[config.mk]
export PLATFORM = sky130hd
export DESIGN_NAME = spi_master_tx_flat
export DESIGN_NICKNAME = d
export VERILOG_FILES = /design/src/rtl/spi_master_tx_if.sv /design/src/rtl/spi_master_tx.sv /design/src/flat_wrapper.sv
export SDC_FILE = /design/constraint.sdc
export NUM_CORES = 1
export LEC_CHECK = 0
export CAP_MARGIN = 15
export CORE_ASPECT_RATIO = 1.4
export CORE_MARGIN = 8
export CORE_UTILIZATION = 58
export DETAILED_ROUTE_END_ITERATION = 7
export PLACE_DENSITY_LB_ADDON = 0.3
export SETUP_SLACK_MARGIN = 0.3
export SYNTH_ARGS = -nofsm -noshare
export SYNTH_HDL_FRONTEND = slang
export SYNTH_SLANG_ARGS = --single-unit
[constraint.sdc]
create_clock -name clk -period 4.8 [get_ports clk]
set_clock_uncertainty 0.1 [all_clocks]
set_input_delay 0.96 -clock clk [delete_from_list [all_inputs] [get_ports clk]]
set_output_delay 0.96 -clock clk [all_outputs]
set_load 0.1 [all_outputs]
[src/rtl/spi_master_tx_if.sv]
// Bus bundle for spi_master_tx: byte request/response handshake plus the SPI pins.
// The master modport is the SPI initiator; the slave modport is whoever feeds it
// bytes and drives spi_miso (the requester / the attached peripheral).
interface spi_master_tx_if;
  logic [7:0] tx_data;
  logic       tx_valid;
  logic       tx_ready;
  logic [7:0] rx_data;
  logic       rx_valid;
  logic       busy;
  logic       spi_clk;
  logic       spi_mosi;
  logic       spi_miso;
  logic       spi_cs;

  modport master (
    input  tx_data,
    input  tx_valid,
    input  spi_miso,
    output tx_ready,
    output rx_data,
    output rx_valid,
    output busy,
    output spi_clk,
    output spi_mosi,
    output spi_cs
  );

  modport slave (
    output tx_data,
    output tx_valid,
    output spi_miso,
    input  tx_ready,
    input  rx_data,
    input  rx_valid,
    input  busy,
    input  spi_clk,
    input  spi_mosi,
    input  spi_cs
  );
endinterface

[src/rtl/spi_master_tx.sv]
// Single-byte SPI initiator. spi_clk idles low, mosi changes on the spi_clk rise,
// miso is captured on the spi_clk fall, active-high chip select.
// Transaction: LEAD (2 half-periods), 8 x (BIT_HI, BIT_LO), TRAIL (2 half-periods),
// giving 20*HALF_DIV cycles of cs high. All outputs are registered.
// Build option: define SPI_TX_MSB_FIRST_EN to send/receive MSB first (default LSB first).
module spi_master_tx #(
  parameter int unsigned HALF_DIV = 9
) (
  input logic             clk,
  input logic             rst,
  spi_master_tx_if.master bus
);

  if (HALF_DIV < 2) begin : g_half_div_check
    $error("spi_master_tx: HALF_DIV must be at least 2");
  end

  localparam int unsigned CntW = (HALF_DIV > 2) ? $clog2(HALF_DIV) : 1;
  localparam logic [CntW-1:0] HcntLast = CntW'(HALF_DIV - 1);

  localparam logic [2:0] StIdle  = 3'd0;
  localparam logic [2:0] StLead  = 3'd1;
  localparam logic [2:0] StBitHi = 3'd2;
  localparam logic [2:0] StBitLo = 3'd3;
  localparam logic [2:0] StTrail = 3'd4;

  // Maps the serial bit number (0 = first on the wire) to a byte position.
`ifdef SPI_TX_MSB_FIRST_EN
  function automatic logic [2:0] bit_pos(input logic [2:0] idx);
    return 3'd7 - idx;
  endfunction
`else
  function automatic logic [2:0] bit_pos(input logic [2:0] idx);
    return idx;
  endfunction
`endif

  logic [2:0]      state_q, state_d;
  logic [CntW-1:0] hcnt_q, hcnt_d;
  logic            half_q, half_d;  // second half-period of LEAD/TRAIL
  logic [2:0]      bit_idx_q, bit_idx_d;
  logic [7:0]      tx_sh_q, tx_sh_d;
  logic [7:0]      rx_sh_q, rx_sh_d;
  logic [7:0]      rx_data_q, rx_data_d;
  logic            rx_valid_q, rx_valid_d;
  logic            tx_ready_q, tx_ready_d;
  logic            busy_q, busy_d;
  logic            spi_clk_q, spi_clk_d;
  logic            spi_mosi_q, spi_mosi_d;
  logic            spi_cs_q, spi_cs_d;
  logic            hcnt_done;

  assign hcnt_done = (hcnt_q == HcntLast);

  // Next-state: sequencing of the transaction phases and the registered pin values.
  always_comb begin
    state_d    = state_q;
    hcnt_d     = hcnt_q;
    half_d     = half_q;
    bit_idx_d  = bit_idx_q;
    tx_sh_d    = tx_sh_q;
    rx_sh_d    = rx_sh_q;
    rx_data_d  = rx_data_q;
    rx_valid_d = 1'b0;
    spi_clk_d  = spi_clk_q;
    spi_mosi_d = spi_mosi_q;
    spi_cs_d   = spi_cs_q;

    unique case (state_q)
      StIdle: begin
        if (bus.tx_valid && tx_ready_q) begin
          tx_sh_d   = bus.tx_data;
          spi_cs_d  = 1'b1;
          hcnt_d    = '0;
          half_d    = 1'b0;
          bit_idx_d = 3'd0;
          state_d   = StLead;
        end
      end
      StLead: begin
        if (hcnt_done) begin
          hcnt_d = '0;
          if (half_q) begin
            half_d     = 1'b0;
            spi_clk_d  = 1'b1;
            spi_mosi_d = tx_sh_q[bit_pos(3'd0)];
            state_d    = StBitHi;
          end else begin
            half_d = 1'b1;
          end
        end else begin
          hcnt_d = hcnt_q + CntW'(1);
        end
      end
      StBitHi: begin
        if (hcnt_done) begin
          hcnt_d                     = '0;
          spi_clk_d                  = 1'b0;
          rx_sh_d[bit_pos(bit_idx_q)] = bus.spi_miso;
          state_d                    = StBitLo;
        end else begin
          hcnt_d = hcnt_q + CntW'(1);
        end
      end
      StBitLo: begin
        if (hcnt_done) begin
          hcnt_d = '0;
          if (bit_idx_q == 3'd7) begin
            spi_mosi_d = 1'b0;
            half_d     = 1'b0;
            state_d    = StTrail;
          end else begin
            bit_idx_d  = bit_idx_q + 3'd1;
            spi_clk_d  = 1'b1;
            spi_mosi_d = tx_sh_q[bit_pos(bit_idx_q + 3'd1)];
            state_d    = StBitHi;
          end
        end else begin
          hcnt_d = hcnt_q + CntW'(1);
        end
      end
      StTrail: begin
        if (hcnt_done) begin
          hcnt_d = '0;
          if (half_q) begin
            half_d     = 1'b0;
            spi_cs_d   = 1'b0;
            rx_data_d  = rx_sh_q;
            rx_valid_d = 1'b1;
            state_d    = StIdle;
          end else begin
            half_d = 1'b1;
          end
        end else begin
          hcnt_d = hcnt_q + CntW'(1);
        end
      end
      default: begin
        state_d = StIdle;
      end
    endcase

    // Handshake flags follow the state being entered so they are registered too.
    tx_ready_d = (state_d == StIdle);
    busy_d     = (state_d != StIdle);
  end

  // State and output registers with synchronous reset.
  always_ff @(posedge clk) begin
    if (rst) begin
      state_q    <= StIdle;
      hcnt_q     <= '0;
      half_q     <= 1'b0;
      bit_idx_q  <= 3'd0;
      tx_sh_q    <= 8'h00;
      rx_sh_q    <= 8'h00;
      rx_data_q  <= 8'h00;
      rx_valid_q <= 1'b0;
      tx_ready_q <= 1'b1;
      busy_q     <= 1'b0;
      spi_clk_q  <= 1'b0;
      spi_mosi_q <= 1'b0;
      spi_cs_q   <= 1'b0;
    end else begin
      state_q    <= state_d;
      hcnt_q     <= hcnt_d;
      half_q     <= half_d;
      bit_idx_q  <= bit_idx_d;
      tx_sh_q    <= tx_sh_d;
      rx_sh_q    <= rx_sh_d;
      rx_data_q  <= rx_data_d;
      rx_valid_q <= rx_valid_d;
      tx_ready_q <= tx_ready_d;
      busy_q     <= busy_d;
      spi_clk_q  <= spi_clk_d;
      spi_mosi_q <= spi_mosi_d;
      spi_cs_q   <= spi_cs_d;
    end
  end

  assign bus.tx_ready = tx_ready_q;
  assign bus.rx_data  = rx_data_q;
  assign bus.rx_valid = rx_valid_q;
  assign bus.busy     = busy_q;
  assign bus.spi_clk  = spi_clk_q;
  assign bus.spi_mosi = spi_mosi_q;
  assign bus.spi_cs   = spi_cs_q;

endmodule

[src/flat_wrapper.sv]
// flat-port wrapper written by rule: the top's interface ports become plain ports
module spi_master_tx_flat 
#(
  parameter int unsigned HALF_DIV = 9
)
  (clk, rst, bus_tx_data, bus_tx_valid, bus_spi_miso, bus_tx_ready, bus_rx_data, bus_rx_valid, bus_busy, bus_spi_clk, bus_spi_mosi, bus_spi_cs);
  spi_master_tx_if bus_i ();
  input logic clk;
  input logic rst;
  input wire logic [$bits(bus_i.tx_data)-1:0] bus_tx_data;
  input wire logic [$bits(bus_i.tx_valid)-1:0] bus_tx_valid;
  input wire logic [$bits(bus_i.spi_miso)-1:0] bus_spi_miso;
  output wire logic [$bits(bus_i.tx_ready)-1:0] bus_tx_ready;
  output wire logic [$bits(bus_i.rx_data)-1:0] bus_rx_data;
  output wire logic [$bits(bus_i.rx_valid)-1:0] bus_rx_valid;
  output wire logic [$bits(bus_i.busy)-1:0] bus_busy;
  output wire logic [$bits(bus_i.spi_clk)-1:0] bus_spi_clk;
  output wire logic [$bits(bus_i.spi_mosi)-1:0] bus_spi_mosi;
  output wire logic [$bits(bus_i.spi_cs)-1:0] bus_spi_cs;
  assign bus_i.tx_data = bus_tx_data;
  assign bus_i.tx_valid = bus_tx_valid;
  assign bus_i.spi_miso = bus_spi_miso;
  assign bus_tx_ready = bus_i.tx_ready;
  assign bus_rx_data = bus_i.rx_data;
  assign bus_rx_valid = bus_i.rx_valid;
  assign bus_busy = bus_i.busy;
  assign bus_spi_clk = bus_i.spi_clk;
  assign bus_spi_mosi = bus_i.spi_mosi;
  assign bus_spi_cs = bus_i.spi_cs;
  spi_master_tx #(.HALF_DIV(HALF_DIV)) u_core (.clk(clk), .rst(rst), .bus(bus_i));
endmodule
Word level (Yosys, flattened, before mapping)
Cells that the tools add are included.
{"block": "totals", "regBits": 41, "input_bits": 12, "out_inout_bits": 14}
{"block": "classes", "addsub": 2, "n_lt_le_gt_ge": 3, "n_eq_ne": 16, "mux": 43, "n_bitwise": 2, "reduce_logical": 23}
{"cell": "two-way mux 3 bit", "count": 11}
{"cell": "two-way mux 1 bit", "count": 20}
{"cell": "!= test 2 x 1 -> 1 bit (second input constant)", "count": 9}
{"cell": "one-hot mux 3 bit (5 select lines)", "count": 1}
{"cell": "AND reduction 4 bit", "count": 3}
{"cell": "nonzero test 3 bit", "count": 3}
{"cell": "bitwise mux 8 bit", "count": 1}
{"cell": "less-than comparator 3 x 4 -> 1 bit (second input constant)", "count": 2}
{"cell": "two-way mux 4 bit", "count": 2}
{"cell": "one-hot mux 4 bit (2 select lines)", "count": 1}
{"cell": "nonzero test 2 bit", "count": 4}
{"cell": "equality test 3 x 2 -> 1 bit (second input constant)", "count": 2}
{"cell": "equality test 3 bit (second input constant)", "count": 2}
{"cell": "zero test 3 bit", "count": 2}
{"cell": "one-hot mux 1 bit (3 select lines)", "count": 2}
{"cell": "one-hot mux 3 bit (2 select lines)", "count": 1}
{"cell": "AND reduction 2 bit", "count": 3}
{"cell": "AND reduction 6 bit", "count": 1}
{"cell": "AND reduction 5 bit", "count": 1}
{"cell": "adder 4 x 1 -> 4 bit (second input constant)", "count": 1}
{"cell": "equality test 4 bit (second input constant)", "count": 1}
{"cell": "one-hot mux 1 bit (2 select lines)", "count": 2}
{"cell": "OR reduction 4 bit", "count": 1}
{"cell": "adder 3 x 1 -> 3 bit (second input constant)", "count": 1}
{"cell": "other kinds (10)", "count": 12}

Longest topological paths before layout
Gate-level depths: netlist (run 1).
{"block": "depth", "ltp_word": 6, "depth_mapped": 7, "ltp_nobuf": 6}

Least setup slack after synthesis (run 1)
Ideal clock, no wire load.
{"block": "synth_path", "kind": "in2reg", "from": "input port rst", "to": "register u_core.rx_data_q[0], in the netlist u_core.bus.rx_data[0]", "setup_ps": 128, "arrival_time_ps": 1833, "t_required_ps": 4572, "setup_slack_ps": 2739, "stages": 4, "n_path_buf": 3, "path_cell_list": "clkbuf_1 -> clkbuf_1 -> clkbuf_1 -> nor2_1"}
{"item": "from (decl)", "line": "flat_wrapper.sv:9", "text": "input logic rst;"}
{"item": "to (signal assigned)", "line": "spi_master_tx.sv:171", "text": "rx_data_q <= rx_data_d;"}
{"item": "to (decl)", "line": "spi_master_tx.sv:44", "text": "logic [7:0] rx_data_q, rx_data_d;"}
No word-level cell between the ends.

Worst setup path after layout (run 1)
{"block": "layout_path", "from": "register u_core.tx_ready_q, in the netlist u_core.bus.tx_ready", "to": "output port bus_tx_ready"}
{"item": "from (decl)", "line": "spi_master_tx.sv:46", "text": "logic tx_ready_q, tx_ready_d;"}
{"item": "from (signal assigned)", "line": "spi_master_tx.sv:173", "text": "tx_ready_q <= tx_ready_d;"}
{"item": "to (decl)", "line": "flat_wrapper.sv:13", "text": "output wire logic [$bits(bus_i.tx_ready)-1:0] bus_tx_ready;"}
No word-level cell between the ends.

==> flow_metrics.tcl, run 1 <==
set metrics [dict create \
    status "finished, final reports clean" \
    synth_area_leader_cell "dfxtp_1" \
    power_density_nw_per_um2 310.0 \
    die_x_um 64.72 \
    fp.dieH_um 84.20 \
    cts_resized 0 \
    synth_warnings 0 \
    cts_max_level 2 \
    relSlewSlack 0.3412 \
    fill_cells 280 \
    leakage_uw 0.0008959 \
    multi_input_area_um2 1002 \
    holdCritStartpoint "u_core.rx_sh_q[1]" \
    seq_area_um2 820.8 \
    tns_ns 0 \
    syn_area_um2 1927 \
    initial_utilization 0.5867 \
    cts_buffers 5 \
    layout_common_cells "dfxtp_1 (41), nor2_1 (33), mux2i_1 (27)" \
    syn_nets 220 \
    slowest_delay_ns 1.15 \
    finalHoldViolCount 0 \
    ff2ff_path_depth 6 \
    r2r-start "u_core.hcnt_q[0]" \
    hold_path_end "u_core.bus.rx_data[1]" \
    grt_start_max_net_pins 40 \
    worst-path-buf-inv 1 \
    hold_buffers 0 \
    cts_sinks 41 \
    post_cts_buffers 0 \
    overflow 0 \
    viasPerCell 5.795 \
    crit_type "flop to output port" \
    crit_cells 1 \
    clkLatencyLatePin_ns 0.29 \
    gp_congestion 0.8273 \
    port_buffers 25 \
    totalWireLength_um 4051 \
    ioPinCount 26 \
    synth.top_cell.area_share 0.4260 \
    n_antenna_cell 0 \
    rows 25 \
    synthArstFlopShare 0 \
    route.antenna.remaining_nets 0 \
    clockBufferDepth 2 \
    cp-start-kind "flop" \
    min_period_over_period 0.6027 \
    synth_top_flop_cell "dfxtp_1" \
    cp_cell_sequence "clkdlybuf4s50_1" \
    r2r-end "u_core.bus.rx_data[4]" \
    drtPass1Iterations 4 \
    crit_required_ns 3.74 \
    netlist_instances 204 \
    drive_gt1_frac 0.08482 \
    yosysSeqAreaShare 0.4260 \
    ir_worst_vdd_mv 0.2612 \
    place_inst 256 \
    worstMarginPinSlew_ns 0.9851 \
    r2r_slack_ns 2.64 \
    slew_viol_final 0 \
    drt_iter0_drc 84 \
    cts_tree "done" \
    cp-end-kind "output port" \
    final_common_cell "dfxtp_1" \
    grt_pass1_wl_um 6775 \
    antenna_found_initial 0 \
    vias 1530 \
    syn_to_final_growth_pct 17.21 \
    crit_path_max_fanout 5 \
    root_buffer "clkbuf_8" \
    max_clock_freq_mhz 345.7 \
    setup_violations 0 \
    die_area_um2 5449 \
    min_delay_path_depth 2 \
    drc 0 \
    ys_types 45 \
    rsz0062_at_grt "false" \
    cp_slowest_cell "clkdlybuf4s50_1" \
    nets 239 \
    finalCriticalPeriod_ns 2.893 \
    clk_pin_slew_ns 0.08 \
    avgRoutedWirePerCell_um 15.34 \
    maxCapViolations 0 \
    crit_start "u_core.bus.tx_ready" \
    synth_seq_cells 41 \
    layout.cells.non_filler 264 \
    track_usage 0.1514 \
    arrival_ns 1.83 \
    synth_edf_count 0 \
    hold_path_class "flop to flop" \
    place_hpwl_um 2907 \
    core_area_um2 3284 \
    cp_top_family "buffers and inverters" \
    synthTopCellsByArea "dfxtp_1 (43%), mux2i_1 (14%), nor2_1 (6.4%)" \
    postSynthAreaPerCell_um2 9.445 \
    grt_pass1_vias 1558 \
]
==> cells by family after synthesis <==
group,Yosys count,synth area share
AND/OR/NAND/NOR,80,0.2175
XOR/XNOR,3,0.01364
flip-flops,41,0.4260
adder cells (fa/ha/maj),4,0.02598
AO/OA/AOI/OAI,27,0.09935
buffers and inverters,20,0.05389
multiplexers,29,0.1636
==> how the worst max path moves through the flow <==
stage | end | slack [ns]
2_1_floorplan | u_core.bus.rx_data[0] | 2.74
3_3_place_gp | u_core.hcnt_q[3] | 2.22
3_5_place_dp | u_core.hcnt_q[3] | 2.17
4_1_cts | bus_tx_ready | 1.89
5_1_grt | bus_tx_ready | 1.86
6_report | bus_tx_ready | 1.91
==> flip-flops by register name, summed over array words and instances, names as in the netlist <==
signal               count
u_core.half_q            1
u_core.bus.spi_mosi      1
u_core.bus.spi_clk       1
u_core.rx_sh_q           8
u_core.hcnt_q            4
u_core.bus.rx_valid      1
u_core.bus.busy          1
u_core.bus.tx_ready      1
u_core.bus.rx_data       8
u_core.bit_idx_q         3
u_core.bus.spi_cs        1
u_core.tx_sh_q           8
u_core.state_q           3
==> power breakdown <==
group          total, uW  internal (uW)  switching [uW]
combinational       90.1           36.0            54.1
sequential           363            351            12.6
clock                247            130             117
total                700            517             183
==> synthesized netlist by cell type, drive strengths merged (3+ instances only) <==
cell type  instances
nor3               7
mux2i             27
o21ai              5
buf                7
clkbuf             8
nand3b             3
inv                5
nand4              3
nor2              33
a21oi              5
nand2              8
nor4               3
dfxtp             41
nand2b             5
ha                 4
nand3              6
==> cell type report <==
type	instances	area share
tap	40	0.02216
inverter	5	0.008310
clock inverter	1	0.002216
multi-input combinational	143	0.4438
clock buffer	7	0.04266
timing repair buffer	27	0.1175
sequential	41	0.3634
==> routing by layer <==
layer,global-route usage,share of wire
met1,0.1589,0.41
met5,0,0
met4,0.05179,0.011
met3,0.05060,0.059
met2,0.2704,0.52
==> through the flow <==
stage	hold WS (ns)	utilization	worst slack [ns]	area [um2]	power, uW
2_1_floorplan	0.3546	-	2.739	1927	437.9
5_1_grt	0.4233	0.6876	1.862	2258	725.5
6_report	0.3970	0.6876	1.907	2258	700.1
4_1_cts	0.4006	0.6876	1.892	2258	704.8
3_5_place_dp	0.3824	0.6568	2.166	2157	461.3
3_3_place_gp	0.3721	0.6568	2.222	2157	456.7
No activity file was read; power rests on OpenSTA's default activity.
==> run 2: changes to the inputs <==
- CORE_UTILIZATION: 58 -> 49
- clock period: 4.8 -> 2.6 ns (I/O delays scaled with it)
==> run 2 against run 1 <==
  * Critical path depth increased by 3
  * Global-route usage fell by 2.9 points
  * Via count is 2.4% lower
  * Total power grew 95%
  * Hold slack improved by 0.0017 ns
  * Sequential share of layout area about the same
  * Combinational power is 81% higher
  * Die area grew 14%
  * Largest power group unchanged
  * Clock power increased by 110%
  * Sequential cell count stayed put
  * First-iteration DRC count is 44% lower
==> flow_metrics.tcl, run 2 (synthesis gave the netlist of run 1 again) <==
set metrics [dict create \
    drc 0 \
    cts_tree "done" \
    setup_violations 0 \
    layout_common_cells "dfxtp_1 (41), nor2_1 (33), mux2i_1 (27)" \
    cts_resized 0 \
    root_buffer "clkbuf_8" \
    place_inst 261 \
    clk_pin_slew_ns 0.08 \
    drt_iter0_drc 47 \
    ir_worst_vdd_mv 0.4630 \
    die_area_um2 6223 \
    initial_utilization 0.5003 \
    rows 27 \
    max_clock_freq_mhz 494.2 \
    cts_max_level 2 \
    die_x_um 69 \
    pre_cts_ws_ns 0.3865 \
    hold_buffers 0 \
    fp.dieH_um 90.20 \
    crit_path_max_fanout 21 \
    clkLatencyLatePin_ns 0.30 \
    port_buffers 25 \
    track_usage 0.1225 \
    grt_pass1_wl_um 6479 \
    clockBufferDepth 2 \
    grt_start_max_net_pins 22 \
    min_period_over_period 0.7782 \
    nets 241 \
    rsz0062_at_grt "false" \
    totalWireLength_um 3703 \
    place_hpwl_um 2635 \
    status "finished, final reports clean" \
    design_area_um2 2261 \
    relSlewSlack 0.5470 \
    final_common_cell "dfxtp_1" \
    antenna_found_initial 0 \
    worstMarginPinSlew_ns 0.6623 \
    slew_viol_final 0 \
    route.antenna.remaining_nets 0 \
    cp-end-kind "flop" \
    post_cts_buffers 0 \
    drive_gt1_frac 0.1549 \
    leakage_uw 0.0009342 \
    dpl_cell_area_um2 2141 \
    n_antenna_cell 0 \
    avgRoutedWirePerCell_um 13.77 \
    finalCriticalPeriod_ns 2.023 \
    ioPinCount 26 \
    syn_to_final_growth_pct 17.34 \
    worst_slack_ns 0.5767 \
    arrival_ns 2.09 \
    core_area_um2 3851 \
    cts_buffers 5 \
    gp_congestion 0.7451 \
    power_density_nw_per_um2 603.0 \
    layout.cells.non_filler 269 \
    crit_required_ns 2.67 \
    viasPerCell 5.554 \
    cp-start-kind "flop" \
    finalHoldViolCount 0 \
    vias 1494 \
    hold_path_class "flop to flop" \
    crit_type "flop to flop" \
    drtPass1Iterations 4 \
    grt_pass1_vias 1491 \
    total_power_uw 1363 \
    tns_ns 0 \
    maxCapViolations 0 \
    overflow 0 \
    cts_sinks 41 \
]
run 2: cell types whose count changed in the layout (fill, tap and decap cells not counted), sizes merged:
cell,change
bufinv,+1
clkinv,-1
clkinvlp,+1
clkbuf,-1
buf,+16
clkdlybuf4s50,-14
run 2: metal layers:
| metal | up-vias | part of all wire | GRT usage | wire length [um] |
|---|---|---|---|---|
| met2 | 23 | 0.49 | 0.2136 | 1814 |
| met3 | 6 | 0.034 | 0.03850 | 127 |
| li1 | 770 | - | - | - |
| met1 | 695 | 0.46 | 0.1278 | 1696 |
| met5 | - | 0 | 0 | 0 |
| met4 | 0 | 0.017 | 0.06175 | 64 |
run 2: layout make-up:
cell class	count	area, um2
clock buffer	6	82.58
clock inverter	2	37.54
fill	347	1590
inverter	5	18.77
multi-input combinational	143	1002
sequential	41	820.8
tap	43	53.80
timing repair buffer	29	245.2
run 2: path summary, 6_finish.rpt:
check | startpoint | to | slack, ns | depth (start not counted)
worst max-delay path | u_core.state_q[0] | u_core.bus.tx_ready | 0.58 | 4
worst max register to register | u_core.state_q[0] | u_core.bus.tx_ready | 0.58 | 4
worst min register to register | u_core.rx_sh_q[1] | u_core.bus.rx_data[1] | 0.40 | 2
worst min-delay path | u_core.rx_sh_q[1] | u_core.bus.rx_data[1] | 0.40 | 2
run 2: metrics by stage:
step                      hold WS (ns)    util
after floorplan                 0.3546       -
after global placement          0.3750  0.5559
after detailed placement        0.3788  0.5559
after CTS                       0.4040  0.5871
after global routing            0.4204  0.5871
final                           0.3987  0.5871
run 2: power by group:
group	leakage (uW)	switching, uW	internal [uW]
Sequential	0.000333	22.3	648
Clock	0.0000574	218	312
Combinational	0.000544	97.7	65.3
run 2: critical path: stages, from the launching register on:
cell and delay [ns]:
dfxtp_1 0.75, inv_1 0.17, or4_4 0.52, a211oi_2 0.25
nor3_1 0.11
